[config.mk]
export PLATFORM = sky130hd
export DESIGN_NAME = sort4_seq
export DESIGN_NICKNAME = d
export VERILOG_FILES = /design/src/rtl/sort4_seq.sv
export SDC_FILE = /design/constraint.sdc
export NUM_CORES = 1
export LEC_CHECK = 0
export ABC_CLOCK_PERIOD_IN_PS = 5300
export BUFFER_PORTS_ARGS = -buffer_cell sky130_fd_sc_hd__buf_2
export CAP_MARGIN = 10
export CORE_ASPECT_RATIO = 1.4
export CORE_MARGIN = 2
export CORE_UTILIZATION = 39
export DETAILED_ROUTE_END_ITERATION = 7
export GPL_ROUTABILITY_DRIVEN = 0
export HOLD_SLACK_MARGIN = 0.15
export PLACE_DENSITY = 0.64
export SLEW_MARGIN = 20
export SYNTH_ARGS = -nofsm -noshare
export SYNTH_HDL_FRONTEND = slang
export SYNTH_SLANG_ARGS = --single-unit
[constraint.sdc]
create_clock -name clk -period 5.3 [get_ports clk]
set_input_delay 0.265 -clock clk [delete_from_list [all_inputs] [get_ports clk]]
set_output_delay 0.265 -clock clk [all_outputs]
set_load 0.05 [all_outputs]
[src/rtl/sort4_seq.sv]
// Sequential 4-element signed sorter: load four bytes, bubble-sort them with one
// shared comparator over six fixed steps, then drain in order. Optional swap_cnt under SORT4_SEQ_STATS_EN.

module eight_bit_comp (
  input  logic signed [7:0] a,
  input  logic signed [7:0] b,
  output logic              G,
  output logic              Q,
  output logic              L
);
  assign G = (a > b);
  assign Q = (a == b);
  assign L = (a < b);
endmodule

module sort4_seq #(
  parameter bit DESCEND = 1'b0
) (
  input  logic       clk,
  input  logic       rst_n,
  input  logic       in_valid,
  output logic       in_ready,
  input  logic [7:0] in_data,
  output logic       out_valid,
  input  logic       out_ready,
  output logic [7:0] out_data,
  output logic       busy
`ifdef SORT4_SEQ_STATS_EN
  ,
  output logic [2:0] swap_cnt
`endif
);

  typedef enum logic [1:0] {LOAD, SORT, DRAIN} state_t;

  state_t     state_q, state_d;
  logic [1:0] cnt_q, cnt_d;
  logic [2:0] step_q, step_d;
  logic [1:0] idx_q, idx_d;
  logic [7:0] r_q [4];
  logic [7:0] r_d [4];

  logic [1:0] left_sel;
  logic [1:0] right_sel;
  logic [7:0] cmp_a, cmp_b;
  logic       cmp_g, cmp_q, cmp_l;
  logic       do_swap;

  // Compare schedule is a 4-input bubble network: (0,1),(1,2),(2,3),(0,1),(1,2),(0,1)
  always_comb begin
    left_sel = 2'd0;
    case (step_q)
      3'd1, 3'd4: left_sel = 2'd1;
      3'd2:       left_sel = 2'd2;
      default:    left_sel = 2'd0;
    endcase
    right_sel = left_sel + 2'd1;
    cmp_a     = r_q[left_sel];
    cmp_b     = r_q[right_sel];
  end

  eight_bit_comp u_cmp (
    .a (cmp_a),
    .b (cmp_b),
    .G (cmp_g),
    .Q (cmp_q),
    .L (cmp_l)
  );

  // Ties never swap, which keeps equal elements in arrival order
  assign do_swap = !cmp_q && (DESCEND ? cmp_l : cmp_g);

  always_comb begin
    state_d   = state_q;
    cnt_d     = cnt_q;
    step_d    = step_q;
    idx_d     = idx_q;
    r_d       = r_q;
    in_ready  = 1'b0;
    out_valid = 1'b0;
    busy      = 1'b0;
    out_data  = 8'd0;
    case (state_q)
      LOAD: begin
        in_ready = 1'b1;
        if (in_valid) begin
          r_d[cnt_q] = in_data;
          cnt_d      = cnt_q + 2'd1;
          if (cnt_q == 2'd3) begin
            state_d = SORT;
            step_d  = 3'd0;
          end
        end
      end
      SORT: begin
        busy = 1'b1;
        if (do_swap) begin
          r_d[left_sel]  = cmp_b;
          r_d[right_sel] = cmp_a;
        end
        step_d = step_q + 3'd1;
        if (step_q == 3'd5) begin
          state_d = DRAIN;
          step_d  = 3'd0;
          idx_d   = 2'd0;
        end
      end
      DRAIN: begin
        out_valid = 1'b1;
        out_data  = r_q[idx_q];
        if (out_ready) begin
          idx_d = idx_q + 2'd1;
          if (idx_q == 2'd3) begin
            state_d = LOAD;
            cnt_d   = 2'd0;
          end
        end
      end
      default: state_d = LOAD;
    endcase
  end

  always_ff @(posedge clk or negedge rst_n) begin
    if (!rst_n) begin
      state_q <= LOAD;
      cnt_q   <= 2'd0;
      step_q  <= 3'd0;
      idx_q   <= 2'd0;
      for (int i = 0; i < 4; i++) r_q[i] <= 8'd0;
    end else begin
      state_q <= state_d;
      cnt_q   <= cnt_d;
      step_q  <= step_d;
      idx_q   <= idx_d;
      for (int i = 0; i < 4; i++) r_q[i] <= r_d[i];
    end
  end

`ifdef SORT4_SEQ_STATS_EN
  logic [2:0] swap_cnt_q, swap_cnt_d;

  // Cleared on the accept that enters SORT, then held until the next set
  always_comb begin
    swap_cnt_d = swap_cnt_q;
    if (state_q == LOAD && in_valid && cnt_q == 2'd3)
      swap_cnt_d = 3'd0;
    else if (state_q == SORT && do_swap)
      swap_cnt_d = swap_cnt_q + 3'd1;
  end

  always_ff @(posedge clk or negedge rst_n) begin
    if (!rst_n) swap_cnt_q <= 3'd0;
    else        swap_cnt_q <= swap_cnt_d;
  end

  assign swap_cnt = swap_cnt_q;
`endif

endmodule

Word-level counts from Yosys, hierarchy flattened
Index checks and enable logic that the tools add are counted.
{"block": "totals", "regBits": 41, "out_inout_bits": 11, "wordCells": 95}
{"block": "classes", "addsub": 4, "n_lt_le_gt_ge": 8, "eq_ne": 15, "mux": 41, "bitwise_logic": 4, "reduce_logical": 15}
{"operator": "$bwmux W32", "n": 3}
{"operator": "$mux W8", "n": 10}
{"operator": "$mux W32", "n": 2}
{"operator": "$pmux W32 S2", "n": 1}
{"operator": "$bmux W8 S2", "n": 3}
{"operator": "$demux W8 S2", "n": 3}
{"operator": "$mux W2", "n": 8}
{"operator": "$ge A3 B3 Y1 const B", "n": 4}
{"operator": "$ne A2 B2 Y1 const B", "n": 6}
{"operator": "$not A2 Y3", "n": 4}
{"operator": "$pmux W2 S2", "n": 3}
{"operator": "$lt A3 B1 Y1 const B", "n": 3}
{"operator": "$mux W3", "n": 3}
{"operator": "$reduce_and A3 Y1", "n": 3}
{"operator": "$eq A8 B8 Y1", "n": 1}
{"operator": "$gt A8 B8 Y1", "n": 1}
{"operator": "$add A2 B1 Y2 const B", "n": 3}
{"operator": "$eq A2 B2 Y1 const B", "n": 3}
{"operator": "$eq A3 B3 Y1 const B", "n": 2}
{"operator": "$pmux W2 S3", "n": 1}
{"operator": "$pmux W3 S2", "n": 1}
{"operator": "$reduce_bool A2 Y1", "n": 3}
{"operator": "$reduce_and A5 Y1", "n": 1}
{"operator": "$logic_and A1 B1 Y1", "n": 4}
{"operator": "other kinds (9)", "n": 11}

Depth between registers and ports, before layout
{"block": "depth", "depth_word": 13, "ltp_mapped": 17}

Cells and area by module
Synthesis repeated with hierarchy kept, for this count alone.
{"block": "hier_totals", "hier_cells": 454, "hier_area_um2": 3833.7}
{"module": "sort4_seq", "n_inst": 1, "cells_each": 422, "area_each_um2": 3590.9, "seq_area_each_um2": 1026.0}
{"module": "eight_bit_comp", "n_inst": 1, "cells_each": 32, "area_each_um2": 242.7, "seq_area_each_um2": 0.0}

Worst setup path after synthesis
No wires, ideal clock.
{"block": "synth_path", "path_type": "reg-to-reg", "from": "register step_q[2]", "to": "register r_q[30] (netlist name)", "setup_time_ns": 0.127, "arrival_time_ns": 3.659, "t_required_ns": 5.173, "slack_ns": 1.514, "stages_incl_launch_ff": 17, "period_less_slack_ns": 3.786, "path_cell_list": "dfrtp_1 -> buf_6 -> nand2b_4 -> a21oi_4 -> clkbuf_1 -> ha_1 -> clkbuf_1 -> mux4_2 -> inv_1 -> ha_1 -> and4_1 -> a22oi_1 -> nand4b_1 -> nor2_1 -> o21a_1 -> a211oi_4 -> o2bb2a_1"}
{"block": "synth_via", "elab_chain_len": 13, "elab_cells_between_ends": 34, "classes_between": "add/sub: 1; order compare: 5; eq/ne: 5; mux: 15; bitwise: 2; reduce/logical: 6"}
{"item": "start: declaration", "line_no": "38", "text": "logic [2:0] step_q, step_d;"}
{"item": "start signal: assignment", "line_no": "133", "text": "step_q <= step_d;"}
{"item": "$eq A3 B1 Y1 or $eq A3 B3 Y1 (tied branches)", "line_no": "52", "text": "case (step_q)"}
{"item": "$reduce_or A2 Y1", "line_no": "52"}
{"item": "$pmux W2 S2 (*)", "line_no": "52"}
{"item": "branches (longest 10 deep; another with $gt A8 B8 Y1)"}
{"item": "end: declaration", "line_no": "40", "text": "logic [7:0] r_q [4];"}
Mark *: on every way between the ends. The select of a mux whose other input is x is not followed.
A chain may end at the register's enable or synchronous reset.

Worst setup path in the final report
{"block": "layout_path", "from": "register step_q[2]", "to": "register r_q[0] (netlist name)"}
The elaborated chain is that of the path after synthesis.

==> metrics.md <==
| Metric | Value |
|---|---|
| Syn Inst Count | `351` |
| Number of buffers created by CTS | `5` |
| Place WS | `939 ps` |
| Clock buffer depth | `2` |
| Core Rows | `39` |
| Die Span X | `81.9 um` |
| DRT iter0 DRCs | `roughly 440` |
| First-pass GRT wire length | `16,900 um` |
| Detailed-route wire length | `between 10,000 and 15,000 um` |
| Crit path largest cell delay | `860 ps` |
| Final worst-path cycle share | `between 80% and 90%` |
| CP Data Required Time | `5480 ps` |
| Initial core utilization | `40.4%` |
| Setup TNS | `0 ps` |
| CP cell instances | `nand2b_4, a21oi_4, ha_1, mux4_2, inv_1, ha_1, and4_1, nand2_1, nor3_1, a211oi_2, nand2_1, mux2_2` |
| Slew HR | `34.7%` |
| Antenna Nets Post-Route | `0` |
| Net count reported at finish | `between 300 and 400` |
| Max Slew Vio Count | `0` |
| Hold Fails Final Rpt | `0` |
| EDFF count, synth | `0` |
| R2R Path End | `r_q[0]$_DFFE_PN0P_` |
| FF-to-FF Start | `step_q[2]$_DFFE_PN0P_` |
| Register-to-Register Path Depth | `12` |
| DR vias | `3,167` |
| Sequential area share after synthesis | `31.0%` |
| CTS Root Cell | `clkbuf_16` |
| Yosys cell types | `59` |
| Mapped Area | `0.00331 mm2` |
| Sink Count | `41` |
| Ant diodes | `0` |
| Clk slew on worst S/H paths | `60 ps` |
| Clock Latency Late Sink | `290 ps` |
| Fillers | `about 810` |
| Via density | `6.93` |
| R2r setup slk | `860 ps` |
| Drt pass-1 iters | `7` |
| Max-cap violation count | `0` |
| Final setup viols | `0` |
| Critical Path Stages | `12` |
| Peak Freq | `~230 MHz` |
| Main flop type after synthesis | `dfrtp_1` |
| Core area | `0.00820 mm2` |
| Die Y-Extent | `113 um` |
| Critical path arrival | `4610 ps` |
| Setup Fix Bufs, Post-CTS | `0` |
| Vias in the first global route | `3,176` |
| IO Pins | `23` |
| Area grow syn2layout | `9.07%` |
| PostCTS Resize Cnt | `0` |
| Crit path max-delay family | `compound AO/OA/AOI/OAI gates` |
| Hold buffers post-CTS | `0` |
| Status | `complete, no violations` |
| Hpwl dp | `around 7500 um` |
| WL/cell | `23.4 um` |
| Number of remaining DRC errors | `0` |
| Async S/R FF share, synth | `100%` |
| Largest net degree at the start of global routing | `42` |
| Total track usage | `24.3%` |
| Die area | `0.00925 mm2` |
| Dpl cell area | `0.00343 mm2` |
| Worst path slowest cell | `a211oi_2` |
| Unrepaired setup endpoints after global routing | `no` |
| Worst slew pin tran | `977 ps` |
| Grt ovf | `0` |
| CTS tree | `built` |
| Startpoint Class | `register` |
| Min-delay worst type | `in2async` |
| H-tree levels | `2` |
| Yosys reg bits | `41` |
| Synth Net Count | `379` |
| Crit path max fanout | `17` |
| PnR worst setup slack | `863 ps` |
| Crit path buffers/inverters | `1` |
| Average footprint of a synthesized cell | `9.43 um2` |
| Design Area, Final | `0.00361 mm2` |
| Clock period minus worst slack | `4440 ps` |
| Port bufs | `22` |
| Antenna violations before repair | `0` |
| YS warnings | `0` |
| Critical path capture point type | `register` |
| Share of layout cells above drive strength 1 | `18.0%` |
| Setup Skew | `6.34 ps` |
| Setup CP Type | `reg2reg` |
## cells by family (layout without fill, tap and decap cells)
| kind of cell | after synthesis | in the layout | share of synthesized area (%) |
|---|---|---|---|
| adder cells (fa/ha/maj) | 17 | 17 | 6.39 |
| XOR/XNOR | 1 | 1 | 0.492 |
| buffers and inverters | 49 | 53 | 6.47 |
| multiplexers | 23 | 23 | 13.3 |
| flip-flops | 41 | 41 | 31.0 |
| AO/OA/AOI/OAI | 140 | 140 | 29.8 |
| AND/OR/NAND/NOR | 80 | 80 | 12.6 |
## metrics by stage
stage | instances | utilization, % | hold slack (ps)
floorplan | 351 | - | -30.6
finish | 457 | 44.0 | 119
detailed placement | 449 | 41.9 | 480
global placement | 449 | 41.9 | 462
CTS | 457 | 44.0 | 163
global route | 457 | 44.0 | 199
## area by class of cell
cell class,count,area [um2],share of cell area (%)
multi-input combinational,261,2070,57.3
clock inverter,2,37.5,1.04
sequential,41,1030,28.4
tap,102,128,3.54
clock buffer,6,139,3.85
timing repair buffer,25,133,3.67
inverter,20,77.6,2.15
## placed cells by master, fill, tap and decap left out, types with 3 or more instances in the layout
master / synthesis / routed
dfrtp_1: 41 / 41
a21oi_1: 39 / 39
nor2_1: 25 / 25
a31oi_1: 22 / 22
buf_2: 4 / 22
inv_1: 19 / 19
nand2_1: 17 / 17
ha_1: 16 / 16
mux4_2: 13 / 13
o21ai_0: 13 / 13
a222oi_1: 12 / 12
nand3_1: 11 / 11
a22o_1: 11 / 11
and3_1: 10 / 10
o32ai_1: 8 / 8
o22ai_1: 7 / 7
a2bb2oi_1: 7 / 7
clkbuf_16: 0 / 5
mux2i_1: 4 / 4
a22oi_1: 3 / 3
mux2_2: 3 / 3
buf_4: 2 / 3
## how the worst max path moves through the flow
stage | to | startpoint | slack [ps]
5_1_grt | r_q[0]$_DFFE_PN0P_ | step_q[2]$_DFFE_PN0P_ | 570
3_5_place_dp | r_q[0]$_DFFE_PN0P_ | step_q[2]$_DFFE_PN0P_ | 940
2_1_floorplan | r_q[30]$_DFFE_PN0P_ | step_q[2]$_DFFE_PN0P_ | 1510
6_report | r_q[0]$_DFFE_PN0P_ | step_q[2]$_DFFE_PN0P_ | 860
4_1_cts | r_q[0]$_DFFE_PN0P_ | step_q[2]$_DFFE_PN0P_ | 920
3_3_place_gp | r_q[0]$_DFFE_PN0P_ | step_q[0]$_DFFE_PN0P_ | 1080
## flip-flops by register name, summed over array words and instances, names as in the netlist
| register | count |
|---|---|
| cnt_q | 2 |
| state_q | 2 |
| r_q | 32 |
| idx_q | 2 |
| step_q | 3 |
## cells in the mapped netlist, types with 2 or more instances
| library cell | n | area share [%] |
|---|---|---|
| mux4_1 | 2 | 1.6 |
| clkbuf_1 | 16 | 1.8 |
| buf_1 | 5 | 0.57 |
| buf_6 | 2 | 0.68 |
| a22oi_1 | 3 | 0.68 |
| mux2_2 | 3 | 1.0 |
| buf_4 | 2 | 0.45 |
| a21oi_1 | 39 | 5.9 |
| a2bb2oi_1 | 7 | 1.9 |
| nand2_1 | 17 | 1.9 |
| o22ai_1 | 7 | 1.3 |
| a211oi_1 | 2 | 0.45 |
| nor2_1 | 25 | 2.8 |
| buf_2 | 4 | 0.60 |
| ha_1 | 16 | 6.0 |
| mux2i_1 | 4 | 1.2 |
| a21o_1 | 2 | 0.45 |
| o32ai_1 | 8 | 2.1 |
| a222oi_1 | 12 | 3.6 |
| dfrtp_1 | 41 | 31 |
| nand2b_4 | 2 | 0.83 |
| a31oi_1 | 22 | 4.2 |
| and4_1 | 2 | 0.53 |
| mux4_2 | 13 | 8.8 |
| nand3_1 | 11 | 1.7 |
| and3_1 | 10 | 1.9 |
| inv_1 | 19 | 2.2 |
| nand2b_1 | 2 | 0.38 |
| o21ai_0 | 13 | 2.0 |
| a22o_1 | 11 | 2.9 |
## per-layer routing
layer	routed length (um)	global-route usage [%]	share of wire (%)	up-vias
met5	0	0	0	-
met4	806	18.4	7.5	0
met3	779	3.67	7.3	53
met2	5220	37.8	49	191
met1	3880	29.6	36	1543
li1	-	-	-	1380
Power is not shown: default switching activity piles up to over one toggle a cycle in this logic, so the estimate is an artifact.
